==> src/rtl/issue_stage.sv <==
// Single-entry issue register: holds one decoded instruction, resolves its source operands,
// and issues atomically to the ROB, the register status table and the reservation stations.
module issue_stage #(
    parameter int XLEN        = 64,
    parameter int REG_IDX_LEN = 5,
    parameter int ROB_IDX_LEN = 4,
    parameter int FU_LEN      = 3
) (
    input  logic                   clk_i,
    input  logic                   rst_n_i,
    input  logic                   flush_i,
    input  logic                   iq_valid_i,
    output logic                   iq_ready_o,
    input  logic [FU_LEN-1:0]      iq_fu_i,
    input  logic [REG_IDX_LEN-1:0] iq_rd_idx_i,
    input  logic [REG_IDX_LEN-1:0] iq_rs1_idx_i,
    input  logic [REG_IDX_LEN-1:0] iq_rs2_idx_i,
    input  logic                   iq_writes_rd_i,
    input  logic                   iq_uses_rs1_i,
    input  logic                   iq_uses_rs2_i,
    output logic                   regstat_valid_o,
    input  logic                   regstat_ready_i,
    output logic [REG_IDX_LEN-1:0] regstat_rd_idx_o,
    output logic [ROB_IDX_LEN-1:0] regstat_rob_idx_o,
    output logic [REG_IDX_LEN-1:0] regstat_rs1_idx_o,
    output logic [REG_IDX_LEN-1:0] regstat_rs2_idx_o,
    input  logic                   regstat_rs1_busy_i,
    input  logic                   regstat_rs2_busy_i,
    input  logic [ROB_IDX_LEN-1:0] regstat_rs1_rob_idx_i,
    input  logic [ROB_IDX_LEN-1:0] regstat_rs2_rob_idx_i,
    input  logic [XLEN-1:0]        rf_rs1_value_i,
    input  logic [XLEN-1:0]        rf_rs2_value_i,
    output logic [ROB_IDX_LEN-1:0] rob_rs1_idx_o,
    output logic [ROB_IDX_LEN-1:0] rob_rs2_idx_o,
    input  logic                   rob_rs1_ready_i,
    input  logic                   rob_rs2_ready_i,
    input  logic [XLEN-1:0]        rob_rs1_value_i,
    input  logic [XLEN-1:0]        rob_rs2_value_i,
    output logic                   rob_valid_o,
    input  logic                   rob_ready_i,
    input  logic [ROB_IDX_LEN-1:0] rob_tail_idx_i,
    output logic [REG_IDX_LEN-1:0] rob_rd_idx_o,
    output logic                   rs_valid_o,
    input  logic                   rs_ready_i,
    output logic [FU_LEN-1:0]      rs_fu_o,
    output logic                   rs_rs1_ready_o,
    output logic                   rs_rs2_ready_o,
    output logic [ROB_IDX_LEN-1:0] rs_rs1_rob_idx_o,
    output logic [ROB_IDX_LEN-1:0] rs_rs2_rob_idx_o,
    output logic [XLEN-1:0]        rs_rs1_value_o,
    output logic [XLEN-1:0]        rs_rs2_value_o,
    output logic [ROB_IDX_LEN-1:0] rs_dest_rob_idx_o
);

    typedef struct packed {
        logic                   ready;
        logic [ROB_IDX_LEN-1:0] tag;
        logic [XLEN-1:0]        value;
    } opnd_t;

    // Lookups see the status table before this instruction's own rd update,
    // so rs == rd correctly waits on the older producer.
    function automatic opnd_t resolve(
        input logic                   uses,
        input logic [REG_IDX_LEN-1:0] idx,
        input logic                   busy,
        input logic [ROB_IDX_LEN-1:0] tag,
        input logic                   rob_rdy,
        input logic [XLEN-1:0]        rf_val,
        input logic [XLEN-1:0]        rob_val
    );
        opnd_t o;
        o = '{ready: 1'b1, tag: '0, value: '0};
        if (!uses || idx == '0) begin
            o.ready = 1'b1;
        end else if (!busy) begin
            o.value = rf_val;
        end else if (rob_rdy) begin
            o.value = rob_val;
        end else begin
            o.ready = 1'b0;
            o.tag   = tag;
        end
        return o;
    endfunction

    logic                   valid_q, valid_d;
    logic [FU_LEN-1:0]      fu_q, fu_d;
    logic [REG_IDX_LEN-1:0] rd_q, rd_d, rs1_q, rs1_d, rs2_q, rs2_d;
    logic                   writes_rd_q, writes_rd_d;
    logic                   uses_rs1_q, uses_rs1_d, uses_rs2_q, uses_rs2_d;
    logic                   need_rd, fire, accept;
    opnd_t                  op1, op2;

    always_comb begin
        need_rd    = writes_rd_q && (rd_q != '0);
        fire       = valid_q && !flush_i && rob_ready_i && rs_ready_i
                     && (regstat_ready_i || !need_rd);
        iq_ready_o = !flush_i && (!valid_q || fire);
        accept     = iq_valid_i && iq_ready_o;

        valid_d     = valid_q;
        fu_d        = fu_q;
        rd_d        = rd_q;
        rs1_d       = rs1_q;
        rs2_d       = rs2_q;
        writes_rd_d = writes_rd_q;
        uses_rs1_d  = uses_rs1_q;
        uses_rs2_d  = uses_rs2_q;
        if (flush_i) begin
            valid_d = 1'b0;
        end else if (accept) begin
            valid_d     = 1'b1;
            fu_d        = iq_fu_i;
            rd_d        = iq_rd_idx_i;
            rs1_d       = iq_rs1_idx_i;
            rs2_d       = iq_rs2_idx_i;
            writes_rd_d = iq_writes_rd_i;
            uses_rs1_d  = iq_uses_rs1_i;
            uses_rs2_d  = iq_uses_rs2_i;
        end else if (fire) begin
            valid_d = 1'b0;
        end
    end

    always_ff @(posedge clk_i) begin
        if (!rst_n_i) begin
            valid_q <= 1'b0;
        end else begin
            valid_q <= valid_d;
        end
        fu_q        <= fu_d;
        rd_q        <= rd_d;
        rs1_q       <= rs1_d;
        rs2_q       <= rs2_d;
        writes_rd_q <= writes_rd_d;
        uses_rs1_q  <= uses_rs1_d;
        uses_rs2_q  <= uses_rs2_d;
    end

    always_comb begin
        op1 = resolve(uses_rs1_q, rs1_q, regstat_rs1_busy_i, regstat_rs1_rob_idx_i,
                      rob_rs1_ready_i, rf_rs1_value_i, rob_rs1_value_i);
        op2 = resolve(uses_rs2_q, rs2_q, regstat_rs2_busy_i, regstat_rs2_rob_idx_i,
                      rob_rs2_ready_i, rf_rs2_value_i, rob_rs2_value_i);
    end

    assign rob_valid_o       = fire;
    assign rs_valid_o        = fire;
    assign regstat_valid_o   = fire && need_rd;
    assign regstat_rd_idx_o  = rd_q;
    assign regstat_rob_idx_o = rob_tail_idx_i;
    assign regstat_rs1_idx_o = rs1_q;
    assign regstat_rs2_idx_o = rs2_q;
    assign rob_rs1_idx_o     = regstat_rs1_rob_idx_i;
    assign rob_rs2_idx_o     = regstat_rs2_rob_idx_i;
    assign rob_rd_idx_o      = writes_rd_q ? rd_q : '0;
    assign rs_fu_o           = fu_q;
    assign rs_rs1_ready_o    = op1.ready;
    assign rs_rs1_rob_idx_o  = op1.tag;
    assign rs_rs1_value_o    = op1.value;
    assign rs_rs2_ready_o    = op2.ready;
    assign rs_rs2_rob_idx_o  = op2.tag;
    assign rs_rs2_value_o    = op2.value;
    assign rs_dest_rob_idx_o = rob_tail_idx_i;

endmodule

==> config.mk <==
export PLATFORM = sky130hd
export DESIGN_NAME = issue_stage
export DESIGN_NICKNAME = d
export VERILOG_FILES = /design/src/rtl/issue_stage.sv
export SDC_FILE = /design/constraint.sdc
export NUM_CORES = 1
export LEC_CHECK = 0
export ABC_AREA = 1
export CAP_MARGIN = 0
export CORE_AREA = 2 2 189 191
export CTS_BUF_LIST = sky130_fd_sc_hd__clkbuf_2 sky130_fd_sc_hd__clkbuf_4 sky130_fd_sc_hd__clkbuf_8
export DETAILED_ROUTE_END_ITERATION = 7
export DIE_AREA = 0 0 191 193
export PLACE_DENSITY = 0.36
export SETUP_SLACK_MARGIN = 0.2
export SLEW_MARGIN = 20
export SYNTH_ARGS = -nofsm -noshare
export SYNTH_HDL_FRONTEND = slang
export SYNTH_SLANG_ARGS = --single-unit
==> constraint.sdc <==
create_clock -name clk_i -period 3.6 [get_ports clk_i]
set_clock_uncertainty 0.2 [all_clocks]
set_input_delay 1.08 -clock clk_i [delete_from_list [all_inputs] [get_ports clk_i]]
set_output_delay 1.08 -clock clk_i [all_outputs]
set_load 0.01 [all_outputs]
# Word level (Yosys, flattened, before mapping)

Cells that the tools add are included.

ROM bits: 0
Latch bits: 0
Register bits after elaboration: 22
Memory bits (writable): 0
Memories: 0
Input bits: 300

Multiply operators: 0
Reduce and logical (&&, ||, !) cells: 23
Multiplexer cells: 15
Shifts and indexed selects: 0
Order comparisons: 0
Divide/modulo/power cells: 0
Eq/ne operators: 0
Bitwise logic cells: 2
Add/subtract/negate cells: 0

Operators with widths:

| operator            | count |
|---|---|
| 64-bit 2-to-1 mux   | 4 |
| 68-bit 2-to-1 mux   | 2 |
| 5-bit 2-to-1 mux    | 5 |
| 5-bit logical NOT   | 2 |
| 1-bit logical AND   | 8 |
| 1-bit logical NOT   | 5 |
| 5-bit nonzero test  | 1 |
| 1-bit logical OR    | 4 |
| 1-bit 2-to-1 mux    | 4 |
| 1-bit inverter      | 2 |
| 2-bit AND reduction | 1 |
| 2-bit nonzero test  | 1 |
| 2-bit OR reduction  | 1 |

# Logic depth before layout (Yosys ltp)

Depth after elaboration: 9
Gate-level depth with buffers: 7

# Worst setup path after synthesis

OpenSTA, ideal clock, no wires.

Kind: input to output
From: input rob_rs1_ready_i
To: output rs_rs1_rob_idx_o[0]
Arrival time: 1.732 ns
Stages on the path: 4
Path buffers: 1
Setup slack: 0.588 ns
Required time: 2.320 ns
Cells stage by stage: buf_4 inv_1 nand4_1 nor2_1

Longest elaborated chain between the ends: 3

RTL lines:

| element            | line | source |
|---|---|---|
| start: declaration | 35   | `input logic rob_rs1_ready_i,` |
| 5-bit 2-to-1 mux   | 78   | `end else if (rob_rdy) begin` |
| 5-bit 2-to-1 mux   | 76   | `end else if (!busy) begin` |
| 68-bit 2-to-1 mux  | 74   | `if (!uses \|\| idx == '0) begin` |
| end: declaration   | 48   | `output logic [ROB_IDX_LEN-1:0] rs_rs1_rob_idx_o,` |

Every way passes these cells.

# Final worst setup path

From: input regstat_rs2_busy_i
To: output rs_rs2_value_o[20]

Longest elaborated chain between the ends: 2

RTL lines:

| element            | line | source |
|---|---|---|
| start: declaration | 28   | `input logic regstat_rs2_busy_i,` |
| 64-bit 2-to-1 mux  | 76   |  |
| 68-bit 2-to-1 mux  | 74   |  |
| end: declaration   | 51   | `output logic [XLEN-1:0] rs_rs2_value_o,` |

Every way passes these cells.

==> flow_summary.ini <==
[logic_synthesis]
syn_avg_cell_area_um2 = 6.011
synth_fp_nets = 836
synth_cell_type_count = 16
yosys_warnings = 0
synthCells = 536
syn-cell-area_um2 = 3222
ys_ff_latch = 22
ys_seq_area_share_pct = 20.19

[floorplanning]
die_y_um = 193
num_rows = 69
start_util_pct = 9.215
io_pins = 481
die_x_um = 191
die_area_um2 = 36860
coreArea_um2 = 34960

[power]
pwr-share-comb_pct = 60.6
p_leak_uw = 0.003604
power_density_nw_per_um2 = 161.6
seqPwrFrac_pct = 21.9
p_int_uw = 951.2
p_switching_uw = 428.4
switching_share_pct = 31.05
ir_drop_mv = 0.1809
clkPwrFrac_pct = 17.5

[timing]
fin_crit_ns = 3.378
finalMaxSlewViolations = 0
timing.final.ws_setup_ns = 0.2221
clock.fmax_ghz = 0.2960
finalSetupViolCount = 0
slew_headroom_pct = 77.91
timing.final.crit_share_pct = 93.83
rsz0062_at_grt = no
setup_tns_ns = 0
worstMarginPinSlew_ns = 0.3313
final_hold_viol_count = 0

[cts]
cts_setup_buffers = 0
cts_buffers = 3
clock_path_buffers = 2
htree_levels = 1
cts_sinks = 22
tritoncts = done
clkTransAtPathRegs_ns = 0.09
cts-root-buf = clkbuf_8
clock_latency_ns = 0.27

[routing]
ant_nets = 0
num_vias = 5559
wl_per_cell_um = 16.49
dr.pass1.iters = 6
dr.first_iter.drc_count = 159
avgViaCountPerCell = 3.784
drc = 0
wl_um = 24220

[setup_path]
cp.arrival_ns = 2.10
required_ns = 2.32
cp_max_fo = 15
endpoint_kind = primary output
crit_type = in2out
critical_path.startpoint_type = primary input

[placed_design]
dp_cells = 1460
place_hpwl_um = 19960
gp_congestion = 0.7658
place_ws_ns = -0.1714
portBuffers = 468

[finish]
final_common_cell = clkdlybuf4s50_1
syn2layout_area_growth_pct = 164.9
finalNetCount = 1306
drive_above_1_share_pct = 16.32
layout_common_cells = clkdlybuf4s50_1, nand2_1, nand3_1
final_cell_count_no_fill = 1469

[global_routing]
grt_antenna_before_repair = 3
track_usage_pct = 11.79
grt_max_degree = 42
grt_pass1_vias = 5471
grt_pass1_wl_um = 33410
overflow = 0

[status]
status = finished clean

[run]
max-cap-violations = 0

[worst_hold_path]
hold_path.class = reg2reg
## what timing repair did
| item | CTS | global route |
|---|---|---|
| pin swaps | 2 | 2 |
| setup endpoints to repair | 147 | 99 |
| gates resized for setup | 242 | 122 |
| cloned | 2 | 0 |
| hold buffers | 0 | 0 |
## registers in the layout, indices dropped and copies added (netlist names)
| signal | count |
|---|---|
| writes_rd_q | 1 |
| regstat_rs2_idx_o | 5 |
| uses_rs1_q | 1 |
| regstat_rs1_idx_o | 5 |
| regstat_rd_idx_o | 5 |
| rs_fu_o | 3 |
| uses_rs2_q | 1 |
| valid_q | 1 |
## area by class of cell
cell class / count / area (µm²)
repair buffers: 534 / 5140
flip-flops and latches: 22 / 650.6
clock buffers: 3 / 41.29
fillers: 3932 / 26430
clock inverters: 1 / 30.03
inverters: 24 / 100.1
multi-input cells: 421 / 1989
diodes: 3 / 7.507
well taps: 461 / 576.8
## worst max-delay path: stages
cell and delay [ns]:
buf_4 0.15, bufbuf_16 0.31, nand3_1 0.10, a21oi_2 0.19, clkdlybuf4s15_1 0.26
## logic make-up after synthesis
| family | after synthesis | synth area share [%] |
|---|---|---|
| and+or+nand+nor | 292 | 39.81 |
| AOI/OAI and AO/OA | 129 | 21.20 |
| buffers and inverters | 93 | 18.80 |
| DFF | 22 | 20.19 |
## path summary, 6_finish.rpt
| kind | startpoint | to | slack, ns | cells past startpoint |
|---|---|---|---|---|
| setup / recovery | regstat_rs2_busy_i | rs_rs2_value_o[20] | 0.22 | 5 |
| hold / removal | valid_q | valid_q | 0.38 | 3 |
| setup reg to reg | regstat_rd_idx_o[1] | rs_fu_o[1] | 1.51 | 9 |
| hold reg to reg | valid_q | valid_q | 0.38 | 3 |
## power by group through the flow
stage / sequential [µW] / clock, µW / combinational (µW)
CTS: 303 / 257 / 851
global placement: 308 / 0 / 893
detailed placement: 308 / 0 / 885
global route: 304 / 266 / 901
finish: 302 / 242 / 836
floorplan: 309 / 0 / 271
## metrics by stage
step / hold slack, ns / area (µm²) / total power [µW] / utilization, %
after floorplan: 0.2558 / 3222 / 580.6 / -
after global placement: 0.3786 / 8681 / 1201 / 24.83
after detailed placement: 0.3749 / 8681 / 1193 / 24.83
after CTS: 0.3898 / 8656 / 1411 / 24.76
after global routing: 0.4152 / 8531 / 1470 / 24.40
final: 0.3803 / 8536 / 1380 / 24.41
## synth_stat cells, drive strengths merged
library cell,number,area (µm²)
nand2,143,551.8
nand3,131,655.6
a21oi,129,683.2
buf,67,508.0
inv,24,90.09
edfxtp,21,630.6
nor2,14,52.55
clkbuf,2,7.510
nand4,2,12.51
nor3,2,10.01
dfxtp,1,20.02
## layer usage
metal / routed length (µm) / GRT usage [%] / share of wire [%]
met3: 2280 / 3.457 / 9.4
met2: 12890 / 23.51 / 53
met4: 450 / 1.908 / 1.9
met1: 8594 / 12.22 / 35
met5: 0 / 0 / 0
No activity file was read; power rests on OpenSTA's default activity.
